[config.mk]
export PLATFORM = sky130hd
export DESIGN_NAME = memory_port_arbiter_flat
export DESIGN_NICKNAME = d
export VERILOG_FILES = /design/src/rtl/memory_port_arbiter_if.sv /design/src/rtl/memory_port_arbiter.sv /design/src/flat_wrapper.sv
export SDC_FILE = /design/constraint.sdc
export NUM_CORES = 1
export LEC_CHECK = 0
export CORE_AREA = 2 2 128 130
export CTS_BUF_LIST = sky130_fd_sc_hd__clkbuf_2 sky130_fd_sc_hd__clkbuf_4 sky130_fd_sc_hd__clkbuf_8
export CTS_CLUSTER_DIAMETER = 200
export DETAILED_ROUTE_END_ITERATION = 8
export DIE_AREA = 0 0 130 132
export GPL_TIMING_DRIVEN = 0
export PLACE_DENSITY = 0.83
export SYNTH_ARGS = -nofsm -noshare
export SYNTH_HDL_FRONTEND = slang
export SYNTH_SLANG_ARGS = --single-unit
[constraint.sdc]
create_clock -name clock -period 1.65 [get_ports clock]
set_input_delay 0.2475 -clock clock [delete_from_list [all_inputs] [get_ports clock]]
set_output_delay 0.2475 -clock clock [all_outputs]
set_load 0.005 [all_outputs]
[src/rtl/memory_port_arbiter_if.sv]
// Bundles the fetch, Memory-stage and unified-memory bus signals of memory_port_arbiter.
// master = arbiter side; slave = pipeline and memory side.
interface memory_port_arbiter_if;
  logic        fetchRequest;
  logic [31:0] fetchAddress;
  logic        fetchFlush;
  logic [31:0] fetchData;
  logic        fetchDataValid;

  logic        dataReadRequest;
  logic        dataWriteRequest;
  logic [31:0] dataAddress;
  logic [31:0] dataStoreData;
  logic [3:0]  dataByteEnable;
  logic [31:0] loadData;
  logic        loadDataValid;
  logic        storeComplete;
  logic        dataError;

  logic        busRequest;
  logic        busWrite;
  logic [31:0] busAddress;
  logic [31:0] busWriteData;
  logic [3:0]  busByteEnable;
  logic [31:0] busReadData;
  logic        busReady;

  modport master (
    input  fetchRequest, fetchAddress, fetchFlush,
    output fetchData, fetchDataValid,
    input  dataReadRequest, dataWriteRequest, dataAddress, dataStoreData, dataByteEnable,
    output loadData, loadDataValid, storeComplete, dataError,
    output busRequest, busWrite, busAddress, busWriteData, busByteEnable,
    input  busReadData, busReady
  );

  modport slave (
    output fetchRequest, fetchAddress, fetchFlush,
    input  fetchData, fetchDataValid,
    output dataReadRequest, dataWriteRequest, dataAddress, dataStoreData, dataByteEnable,
    input  loadData, loadDataValid, storeComplete, dataError,
    input  busRequest, busWrite, busAddress, busWriteData, busByteEnable,
    output busReadData, busReady
  );
endinterface

[src/rtl/memory_port_arbiter.sv]
// Shares one single-port memory bus between instruction fetch and the Memory stage.
// Optional ARB_ROUND_ROBIN_EN: alternate priority on contention instead of fixed data-first.
module memory_port_arbiter #(
  parameter int unsigned TIMEOUT_CYCLES = 255,
  parameter int unsigned COUNTER_WIDTH  = 8
) (
  input logic                   clock,
  input logic                   reset,
  memory_port_arbiter_if.master port
);

  localparam logic [1:0] IDLE  = 2'd0;
  localparam logic [1:0] FETCH = 2'd1;
  localparam logic [1:0] DATA  = 2'd2;
  localparam logic [1:0] RESP  = 2'd3;

  localparam logic [COUNTER_WIDTH-1:0] CNT_LAST = COUNTER_WIDTH'(TIMEOUT_CYCLES - 1);

  logic [1:0]               state_q, state_d;
  logic [COUNTER_WIDTH-1:0] cnt_q, cnt_d;
  logic                     cancel_q, cancel_d;
  logic                     bus_request_q, bus_request_d;
  logic                     bus_write_q, bus_write_d;
  logic [31:0]              bus_address_q, bus_address_d;
  logic [31:0]              bus_write_data_q, bus_write_data_d;
  logic [3:0]               bus_byte_enable_q, bus_byte_enable_d;
  logic [31:0]              fetch_data_q, fetch_data_d;
  logic                     fetch_data_valid_q, fetch_data_valid_d;
  logic [31:0]              load_data_q, load_data_d;
  logic                     load_data_valid_q, load_data_valid_d;
  logic                     store_complete_q, store_complete_d;
  logic                     data_error_q, data_error_d;

  logic data_req, fetch_ok, grant_data, grant_fetch;

  assign data_req    = port.dataReadRequest | port.dataWriteRequest;
  assign fetch_ok    = port.fetchRequest & ~port.fetchFlush;
  assign grant_fetch = fetch_ok & ~grant_data;

`ifdef ARB_ROUND_ROBIN_EN
  // 1 = data was granted last; resets to fetch-last so data wins the first contention
  logic last_grant_q, last_grant_d;

  assign grant_data = data_req & (~fetch_ok | ~last_grant_q);

  always_comb begin
    last_grant_d = last_grant_q;
    if (state_q == IDLE) begin
      if (grant_data)       last_grant_d = 1'b1;
      else if (grant_fetch) last_grant_d = 1'b0;
    end
  end

  always_ff @(posedge clock or negedge reset) begin
    if (!reset) last_grant_q <= 1'b0;
    else        last_grant_q <= last_grant_d;
  end
`else
  assign grant_data = data_req;
`endif

  always_comb begin
    state_d            = state_q;
    cnt_d              = cnt_q;
    cancel_d           = cancel_q;
    bus_request_d      = bus_request_q;
    bus_write_d        = bus_write_q;
    bus_address_d      = bus_address_q;
    bus_write_data_d   = bus_write_data_q;
    bus_byte_enable_d  = bus_byte_enable_q;
    fetch_data_d       = fetch_data_q;
    load_data_d        = load_data_q;
    fetch_data_valid_d = 1'b0;
    load_data_valid_d  = 1'b0;
    store_complete_d   = 1'b0;
    data_error_d       = 1'b0;

    case (state_q)
      IDLE: begin
        cnt_d    = '0;
        cancel_d = 1'b0;
        if (grant_data) begin
          state_d           = DATA;
          bus_request_d     = 1'b1;
          bus_write_d       = port.dataWriteRequest;
          bus_address_d     = port.dataAddress;
          bus_write_data_d  = port.dataWriteRequest ? port.dataStoreData : 32'h0;
          bus_byte_enable_d = port.dataWriteRequest ? port.dataByteEnable : 4'b1111;
        end else if (grant_fetch) begin
          state_d           = FETCH;
          bus_request_d     = 1'b1;
          bus_write_d       = 1'b0;
          bus_address_d     = port.fetchAddress;
          bus_write_data_d  = 32'h0;
          bus_byte_enable_d = 4'b1111;
        end
      end

      // Bus cannot be aborted: a flush only marks the response as cancelled
      FETCH: begin
        if (port.fetchFlush) cancel_d = 1'b1;
        if (port.busReady) begin
          state_d            = RESP;
          bus_request_d      = 1'b0;
          fetch_data_d       = port.busReadData;
          fetch_data_valid_d = ~(cancel_q | port.fetchFlush);
        end else if (cnt_q == CNT_LAST) begin
          state_d       = RESP;
          bus_request_d = 1'b0;
          fetch_data_d  = 32'h0;
        end else begin
          cnt_d = cnt_q + COUNTER_WIDTH'(1);
        end
      end

      DATA: begin
        if (port.busReady) begin
          state_d       = RESP;
          bus_request_d = 1'b0;
          if (bus_write_q) begin
            store_complete_d = 1'b1;
          end else begin
            load_data_d       = port.busReadData;
            load_data_valid_d = 1'b1;
          end
        end else if (cnt_q == CNT_LAST) begin
          state_d       = RESP;
          bus_request_d = 1'b0;
          data_error_d  = 1'b1;
          if (bus_write_q) begin
            store_complete_d = 1'b1;
          end else begin
            load_data_d       = 32'h0;
            load_data_valid_d = 1'b1;
          end
        end else begin
          cnt_d = cnt_q + COUNTER_WIDTH'(1);
        end
      end

      // One-cycle response slot; no grant so a still-high retiring request is not re-issued
      RESP:    state_d = IDLE;
      default: state_d = IDLE;
    endcase
  end

  always_ff @(posedge clock or negedge reset) begin
    if (!reset) begin
      state_q            <= IDLE;
      cnt_q              <= '0;
      cancel_q           <= 1'b0;
      bus_request_q      <= 1'b0;
      bus_write_q        <= 1'b0;
      bus_address_q      <= 32'h0;
      bus_write_data_q   <= 32'h0;
      bus_byte_enable_q  <= 4'h0;
      fetch_data_q       <= 32'h0;
      fetch_data_valid_q <= 1'b0;
      load_data_q        <= 32'h0;
      load_data_valid_q  <= 1'b0;
      store_complete_q   <= 1'b0;
      data_error_q       <= 1'b0;
    end else begin
      state_q            <= state_d;
      cnt_q              <= cnt_d;
      cancel_q           <= cancel_d;
      bus_request_q      <= bus_request_d;
      bus_write_q        <= bus_write_d;
      bus_address_q      <= bus_address_d;
      bus_write_data_q   <= bus_write_data_d;
      bus_byte_enable_q  <= bus_byte_enable_d;
      fetch_data_q       <= fetch_data_d;
      fetch_data_valid_q <= fetch_data_valid_d;
      load_data_q        <= load_data_d;
      load_data_valid_q  <= load_data_valid_d;
      store_complete_q   <= store_complete_d;
      data_error_q       <= data_error_d;
    end
  end

  assign port.busRequest     = bus_request_q;
  assign port.busWrite       = bus_write_q;
  assign port.busAddress     = bus_address_q;
  assign port.busWriteData   = bus_write_data_q;
  assign port.busByteEnable  = bus_byte_enable_q;
  assign port.fetchData      = fetch_data_q;
  assign port.fetchDataValid = fetch_data_valid_q;
  assign port.loadData       = load_data_q;
  assign port.loadDataValid  = load_data_valid_q;
  assign port.storeComplete  = store_complete_q;
  assign port.dataError      = data_error_q;

endmodule

[src/flat_wrapper.sv]
// flat-port wrapper written by rule: the top's interface ports become plain ports
module memory_port_arbiter_flat 
#(
  parameter int unsigned TIMEOUT_CYCLES = 255,
  parameter int unsigned COUNTER_WIDTH  = 8
)
  (clock, reset, port_fetchRequest, port_fetchAddress, port_fetchFlush, port_fetchData, port_fetchDataValid, port_dataReadRequest, port_dataWriteRequest, port_dataAddress, port_dataStoreData, port_dataByteEnable, port_loadData, port_loadDataValid, port_storeComplete, port_dataError, port_busRequest, port_busWrite, port_busAddress, port_busWriteData, port_busByteEnable, port_busReadData, port_busReady);
  memory_port_arbiter_if port_i ();
  input logic clock;
  input logic reset;
  input wire logic [$bits(port_i.fetchRequest)-1:0] port_fetchRequest;
  input wire logic [$bits(port_i.fetchAddress)-1:0] port_fetchAddress;
  input wire logic [$bits(port_i.fetchFlush)-1:0] port_fetchFlush;
  output wire logic [$bits(port_i.fetchData)-1:0] port_fetchData;
  output wire logic [$bits(port_i.fetchDataValid)-1:0] port_fetchDataValid;
  input wire logic [$bits(port_i.dataReadRequest)-1:0] port_dataReadRequest;
  input wire logic [$bits(port_i.dataWriteRequest)-1:0] port_dataWriteRequest;
  input wire logic [$bits(port_i.dataAddress)-1:0] port_dataAddress;
  input wire logic [$bits(port_i.dataStoreData)-1:0] port_dataStoreData;
  input wire logic [$bits(port_i.dataByteEnable)-1:0] port_dataByteEnable;
  output wire logic [$bits(port_i.loadData)-1:0] port_loadData;
  output wire logic [$bits(port_i.loadDataValid)-1:0] port_loadDataValid;
  output wire logic [$bits(port_i.storeComplete)-1:0] port_storeComplete;
  output wire logic [$bits(port_i.dataError)-1:0] port_dataError;
  output wire logic [$bits(port_i.busRequest)-1:0] port_busRequest;
  output wire logic [$bits(port_i.busWrite)-1:0] port_busWrite;
  output wire logic [$bits(port_i.busAddress)-1:0] port_busAddress;
  output wire logic [$bits(port_i.busWriteData)-1:0] port_busWriteData;
  output wire logic [$bits(port_i.busByteEnable)-1:0] port_busByteEnable;
  input wire logic [$bits(port_i.busReadData)-1:0] port_busReadData;
  input wire logic [$bits(port_i.busReady)-1:0] port_busReady;
  assign port_i.fetchRequest = port_fetchRequest;
  assign port_i.fetchAddress = port_fetchAddress;
  assign port_i.fetchFlush = port_fetchFlush;
  assign port_fetchData = port_i.fetchData;
  assign port_fetchDataValid = port_i.fetchDataValid;
  assign port_i.dataReadRequest = port_dataReadRequest;
  assign port_i.dataWriteRequest = port_dataWriteRequest;
  assign port_i.dataAddress = port_dataAddress;
  assign port_i.dataStoreData = port_dataStoreData;
  assign port_i.dataByteEnable = port_dataByteEnable;
  assign port_loadData = port_i.loadData;
  assign port_loadDataValid = port_i.loadDataValid;
  assign port_storeComplete = port_i.storeComplete;
  assign port_dataError = port_i.dataError;
  assign port_busRequest = port_i.busRequest;
  assign port_busWrite = port_i.busWrite;
  assign port_busAddress = port_i.busAddress;
  assign port_busWriteData = port_i.busWriteData;
  assign port_busByteEnable = port_i.busByteEnable;
  assign port_i.busReadData = port_busReadData;
  assign port_i.busReady = port_busReady;
  memory_port_arbiter #(.TIMEOUT_CYCLES(TIMEOUT_CYCLES), .COUNTER_WIDTH(COUNTER_WIDTH)) u_core (.clock(clock), .reset(reset), .port(port_i));
endmodule
==> Yosys cells after proc, flatten, opt, wreduce, memory -nomap -nowiden <==
Cells that the tools add are included.
{ "totals": {"ff_bits": 149, "inputBits": 139, "out_inout_bits": 138, "wordCells": 89} }
{ "op_classes": {"add_sub_neg": 1, "n_eq_ne": 9, "mux": 44, "n_bitwise": 8, "n_reduce_logical": 13} }
{ "op_table": {"columns": ["op", "count"], "rows": [
  ["2-to-1 mux 32 bit", 11],
  ["2-to-1 mux 1 bit", 20],
  ["2-to-1 mux 8 bit", 2],
  ["one-hot mux 8 bit (2 select lines)", 1],
  ["2-to-1 mux 4 bit", 3],
  ["AND reduction 3 bit", 3],
  ["adder 8 x 1 -> 8 bit, second input constant", 1],
  ["equality test 8 bit, second input constant", 1],
  ["2-to-1 mux 2 bit", 4],
  ["AND reduction 2 bit", 4],
  ["nonzero test 2 bit", 4],
  ["inequality test 2 bit, second input constant", 3],
  ["inequality test 3 x 1 -> 1 bit, second input constant", 2],
  ["one-hot mux 2 bit (3 select lines)", 1],
  ["equality test 2 bit, second input constant", 2],
  ["NOT 1 bit", 4],
  ["one-hot mux 1 bit (2 select lines)", 2],
  ["bitwise AND 1 bit", 2],
  ["equality test 2 x 1 -> 1 bit, second input constant", 1],
  ["logical NOT 2 bit", 1],
  ["bitwise OR 1 bit", 2],
  ["OR reduction 2 bit", 1]
]} }

==> Longest topological paths before layout <==
{ "depth": {"word_depth": 6, "mapped_depth": 8, "ltp_nobuf": 6} }

==> Worst setup path before layout <==
Ideal clock, no wire load.
{ "synth_path": {"path_type": "reg-to-reg", "start": "reg u_core.cnt_q[0]", "end": "reg u_core.cnt_q[3]", "setup_ns": 0.069, "arrival_time_ns": 1.641, "required_time_ns": 1.581, "setup_slack_ns": -0.060, "path_stages_with_launch": 8, "path_buffers": 1, "synth_period_minus_slack_ns": 1.710, "path_cell_list": "dfrtp_1 > inv_1 > ha_1 > and4_4 > a21o_1 > buf_6 > or4_1 > nand3_1"} }
{ "synth_via": {"elab_chain_cells": 4, "elab_cells_between_ends": 7, "classes_between": "add/sub: 1; eq/ne: 2; mux: 3; reduce/logical: 1"} }
{ "synth_rtl": {"columns": ["item", "line_no", "rtl"], "rows": [
  ["start: declaration", "memory_port_arbiter.sv:20", "logic [COUNTER_WIDTH-1:0] cnt_q, cnt_d;"],
  ["start signal: assignment", "memory_port_arbiter.sv:165", "cnt_q <= cnt_d;"],
  ["adder 8 x 1 -> 8 bit", "memory_port_arbiter.sv:112, memory_port_arbiter.sv:137", null],
  ["2-to-1 mux 8 bit", "memory_port_arbiter.sv:107, memory_port_arbiter.sv:126", null],
  ["2-to-1 mux 8 bit", "memory_port_arbiter.sv:117", "if (port.busReady) begin"],
  ["one-hot mux 8 bit (2 select lines)", "memory_port_arbiter.sv:78", "case (state_q)"]
]} }
Several ways; a longest one is shown, not always the timed one. The select of a mux whose other input is x is not followed.
A chain may end at the register's enable or synchronous reset.

==> Worst setup path in the final report <==
{ "layout_path": {"start": "reg u_core.cnt_q[0]", "end": "reg u_core.load_data_q[15], in the netlist u_core.port.loadData[15]"} }
{ "layout_via": {"elab_chain_cells": 3} }
{ "layout_rtl": {"columns": ["item", "line_no", "rtl"], "rows": [
  ["equality test 8 bit", "memory_port_arbiter.sv:126", "end else if (cnt_q == CNT_LAST) begin"],
  ["nonzero test 2 bit (no line)", null, null],
  ["AND reduction 3 bit (no line)", null, null],
  ["end signal: assignment", "memory_port_arbiter.sv:174", "load_data_q <= load_data_d;"],
  ["end: declaration", "memory_port_arbiter.sv:29", "logic [31:0] load_data_q, load_data_d;"]
]} }
Every way passes these cells.

==> metrics.csv <==
stage;metric;value;unit
global_routing;met1_usage;0.268;
critical_path;critPathBufInv;3;
pwr;peakVddDrop;955;uV
logic_synthesis;synthTopCellsByArea;dfrtp_1 (63%), a22o_1 (14%), mux2i_1 (5.4%);
timing;drv_slew;0;
worst_hold_path;min_path_type;in2async;
critical_path;critPathRequiredTime;1.98;ns
global_routing;grtUsageMet2;0.354;
timing;rsz0062_at_grt;yes;
logic_synthesis;yosysTopAreaCellShare;0.630;
cts;clkTransAtPathRegs;0.09;ns
routing;ant_nets;0;
logic_synthesis;synth.largest_area_cell;dfrtp_1;
placement;io_buffers;276;
timing;finalSetupViolCount;63;
logic_synthesis;yosys.cell_types.count;40;
global_routing;gr-usage-all-layers;0.219;
cells_and_area;diodes;0;
routing;via_per_inst;5.09;
timing;slew_headroom;0.575;
critical_path;critical_path.max_stage_delay;0.40;ns
timing;tightestPinTransition;0.637;ns
routing;vias;5150;
timing;hold_viol;0;
critical_path;crit_chain;inv_2, ha_4, and4_4, a21o_1, nand3b_1, buf_6, buf_8, a22o_1;
timing;max_freq;580;MHz
pwr;comb_power_share;0.452;
logic_synthesis;synthCells;466;
floorplan;num_io_pins;277;
logic_synthesis;synth-edff-count;0;
timing;skew;0.0123;ns
logic_synthesis;synth_commonest_cells;dfrtp_1 (149), a22o_1 (96), nand2_1 (43);
logic_synthesis;synth_seq_cells;149;
critical_path;path_max_fanout;10;
routing;drtPass1Iterations;5;
run;drv_cap;0;
timing;fin_tns_setup;-2.28;ns
cells_and_area;drive_above_1_share;0.123;
routing;drt-total-wl;18.7;mm
global_routing;grt_max_degree;82;
pwr;switchingPower;5.49;mW
routing;drc_errors;0;
timing;timing.final.ws_setup;-0.0748;ns
global_routing;overflow;0;
logic_synthesis;synth.avg_cell_area;12.7;um2
placement;gp_congestion;0.812;
pwr;seq_power_share;0.371;
critical_path;startpoint_type;flop;
critical_path;worst-setup-path-type;reg2reg;
floorplan;start_util;0.377;
critical_path;end_kind;flop;
global_routing;met3_usage;0.0743;
timing;fin_crit;1.72;ns
logic_synthesis;async_reset_ff_frac;1.00;
timing;hold_slack;0.365;ns
placement;placedCellCount;959;
logic_synthesis;synth_ff_type;dfrtp_1;
pwr;p_int;11.4;mW
placement;post-place-ws;-0.625;ns
cts;clock_latency;0.45;ns
logic_synthesis;seq_area_frac_synth;0.630;
critical_path;r2r-start;u_core.cnt_q[0];
pwr;clkPwrFrac;0.177;
placement;hpwl;13.7;mm
cts;cts_buffer_depth;2;
critical_path;critPathTopFamily;flip-flops;
critical_path;cp_slowest_cell;dfrtp_1;
logic_synthesis;synth_warnings;0;
critical_path;worstPathArrival;2.06;ns
routing;drt_iter0_drc;231;
cells_and_area;final_cells;1011;
critical_path;critPathLaunch;u_core.cnt_q[0];
floorplan;fp.dieArea;0.0172;mm2
logic_synthesis;synth.net_count;611;
floorplan;die_h;132;um
floorplan;chipWidth;130;um
logic_synthesis;syn-cell-area;0.00592;mm2
routing;wl_per_cell;18.5;um
global_routing;grt.busiest_layer;met2;
cts;htreeDepth;4;
cells_and_area;syn2layout_area_growth;65.0;%
run_status;status;finished, violations left;
timing;post-route-period-util;1.05;
run_status;failed_checks;negative setup slack;
pwr;switching_share;0.325;
critical_path;rrSetupSlack;-0.07;ns
cts;root_buffer;clkbuf_8;
cells_and_area;final_core_util;0.621;
global_routing;grt_pass1_vias;5333;
cts;cts_tree;yes;
logic_synthesis;synth.most_common_cell;dfrtp_1;
floorplan;coreArea;0.0157;mm2
cts;numClockSinks;149;
pwr;leakagePower;4.63;nW
global_routing;grt_pass1_wl;29.0;mm
floorplan;row_count;46;
pwr;power.density;1730;mW/mm2
global_routing;antenna_found_initial;0;
cts;cts-buffers-inserted;17;
cells_and_area;nNetsFinal;927;
## registers in the layout, summed over array words and instances (netlist names), 2 cells and up
signal,count
u_core.cnt_q,8
u_core.port.busAddress,32
u_core.port.busByteEnable,4
u_core.port.busWriteData,32
u_core.port.fetchData,32
u_core.port.loadData,32
u_core.state_q,2
## power by group through the flow
stage	clock network (mW)	registers (mW)	logic [mW]
detailed placement	0	6.29	7.22
floorplan	0	6.32	2.65
global placement	0	6.28	7.08
global route	3.19	6.46	8.26
CTS	3.04	6.26	7.45
finish	2.99	6.27	7.63
## area by class of cell
class / count / area (um2)
flip-flops and latches: 149 / 3730
clock inverters: 15 / 184
fillers: 1241 / 5950
multi-input cells: 274 / 2050
plain buffers: 35 / 265
clock buffers: 17 / 234
repair buffers: 298 / 3000
inverters: 7 / 26.3
well taps: 216 / 270
## repair_timing
item / in CTS / in global routing
setup endpoints to repair: 141 / 149
setup buffers: 8 / 11
pin swaps: 7 / 11
gates cloned: 1 / 0
hold buffers: 1 / 0
hold endpoints to repair: 68 / 0
resized for setup: 51 / 32
## routing by layer
| layer | wire, um | part of all wire |
|---|---|---|
| met1 | 7430 | 0.40 |
| met2 | 8960 | 0.48 |
| met3 | 1730 | 0.093 |
| met4 | 531 | 0.028 |
| met5 | 0 | 0 |
## layout by cell type, fill, tap and decap left out, types with 3 or more instances in the layout
master,instances
dlymetal6s2s_1,13
a22o_1,96
clkbuf_8,17
clkdlybuf4s50_1,255
a31oi_1,4
mux2i_1,32
and3_1,3
ha_1,4
dfrtp_1,148
clkbuf_2,8
o22a_1,7
nor2_1,4
buf_4,19
a21oi_1,5
o21ai_0,33
nand2_1,42
dlygate4sd2_1,7
buf_6,12
inv_1,6
inv_6,6
buf_2,6
nand2b_1,3
clkbuf_4,6
nand3_1,6
## cell families (layout without fill, tap and decap cells)
family	count (synthesis)	after routing	synth area share
simple gates	77	77	0.0630
buf+inv	43	372	0.0334
fa+ha+maj	6	6	0.0127
mux	32	32	0.0541
flops	149	149	0.630
compound gates	159	159	0.207
## worst paths after layout
check | to | cells past startpoint
max | u_core.port.loadData[15] | 8
min | u_core.port.fetchData[19] | 2
max reg2reg | u_core.port.loadData[15] | 8
min reg2reg | u_core.port.fetchDataValid | 1
max in group asynchronous | u_core.port.busWriteData[14] | 3
min in group clock | u_core.port.busWriteData[20] | 2
## through the flow
stage	area, um2	power [mW]
finish	9760	16.9
global route	9760	17.9
CTS	9570	16.8
detailed placement	8980	13.5
global placement	8950	13.4
floorplan	5920	8.97
Note: power is estimated with default switching activity, not from simulation.
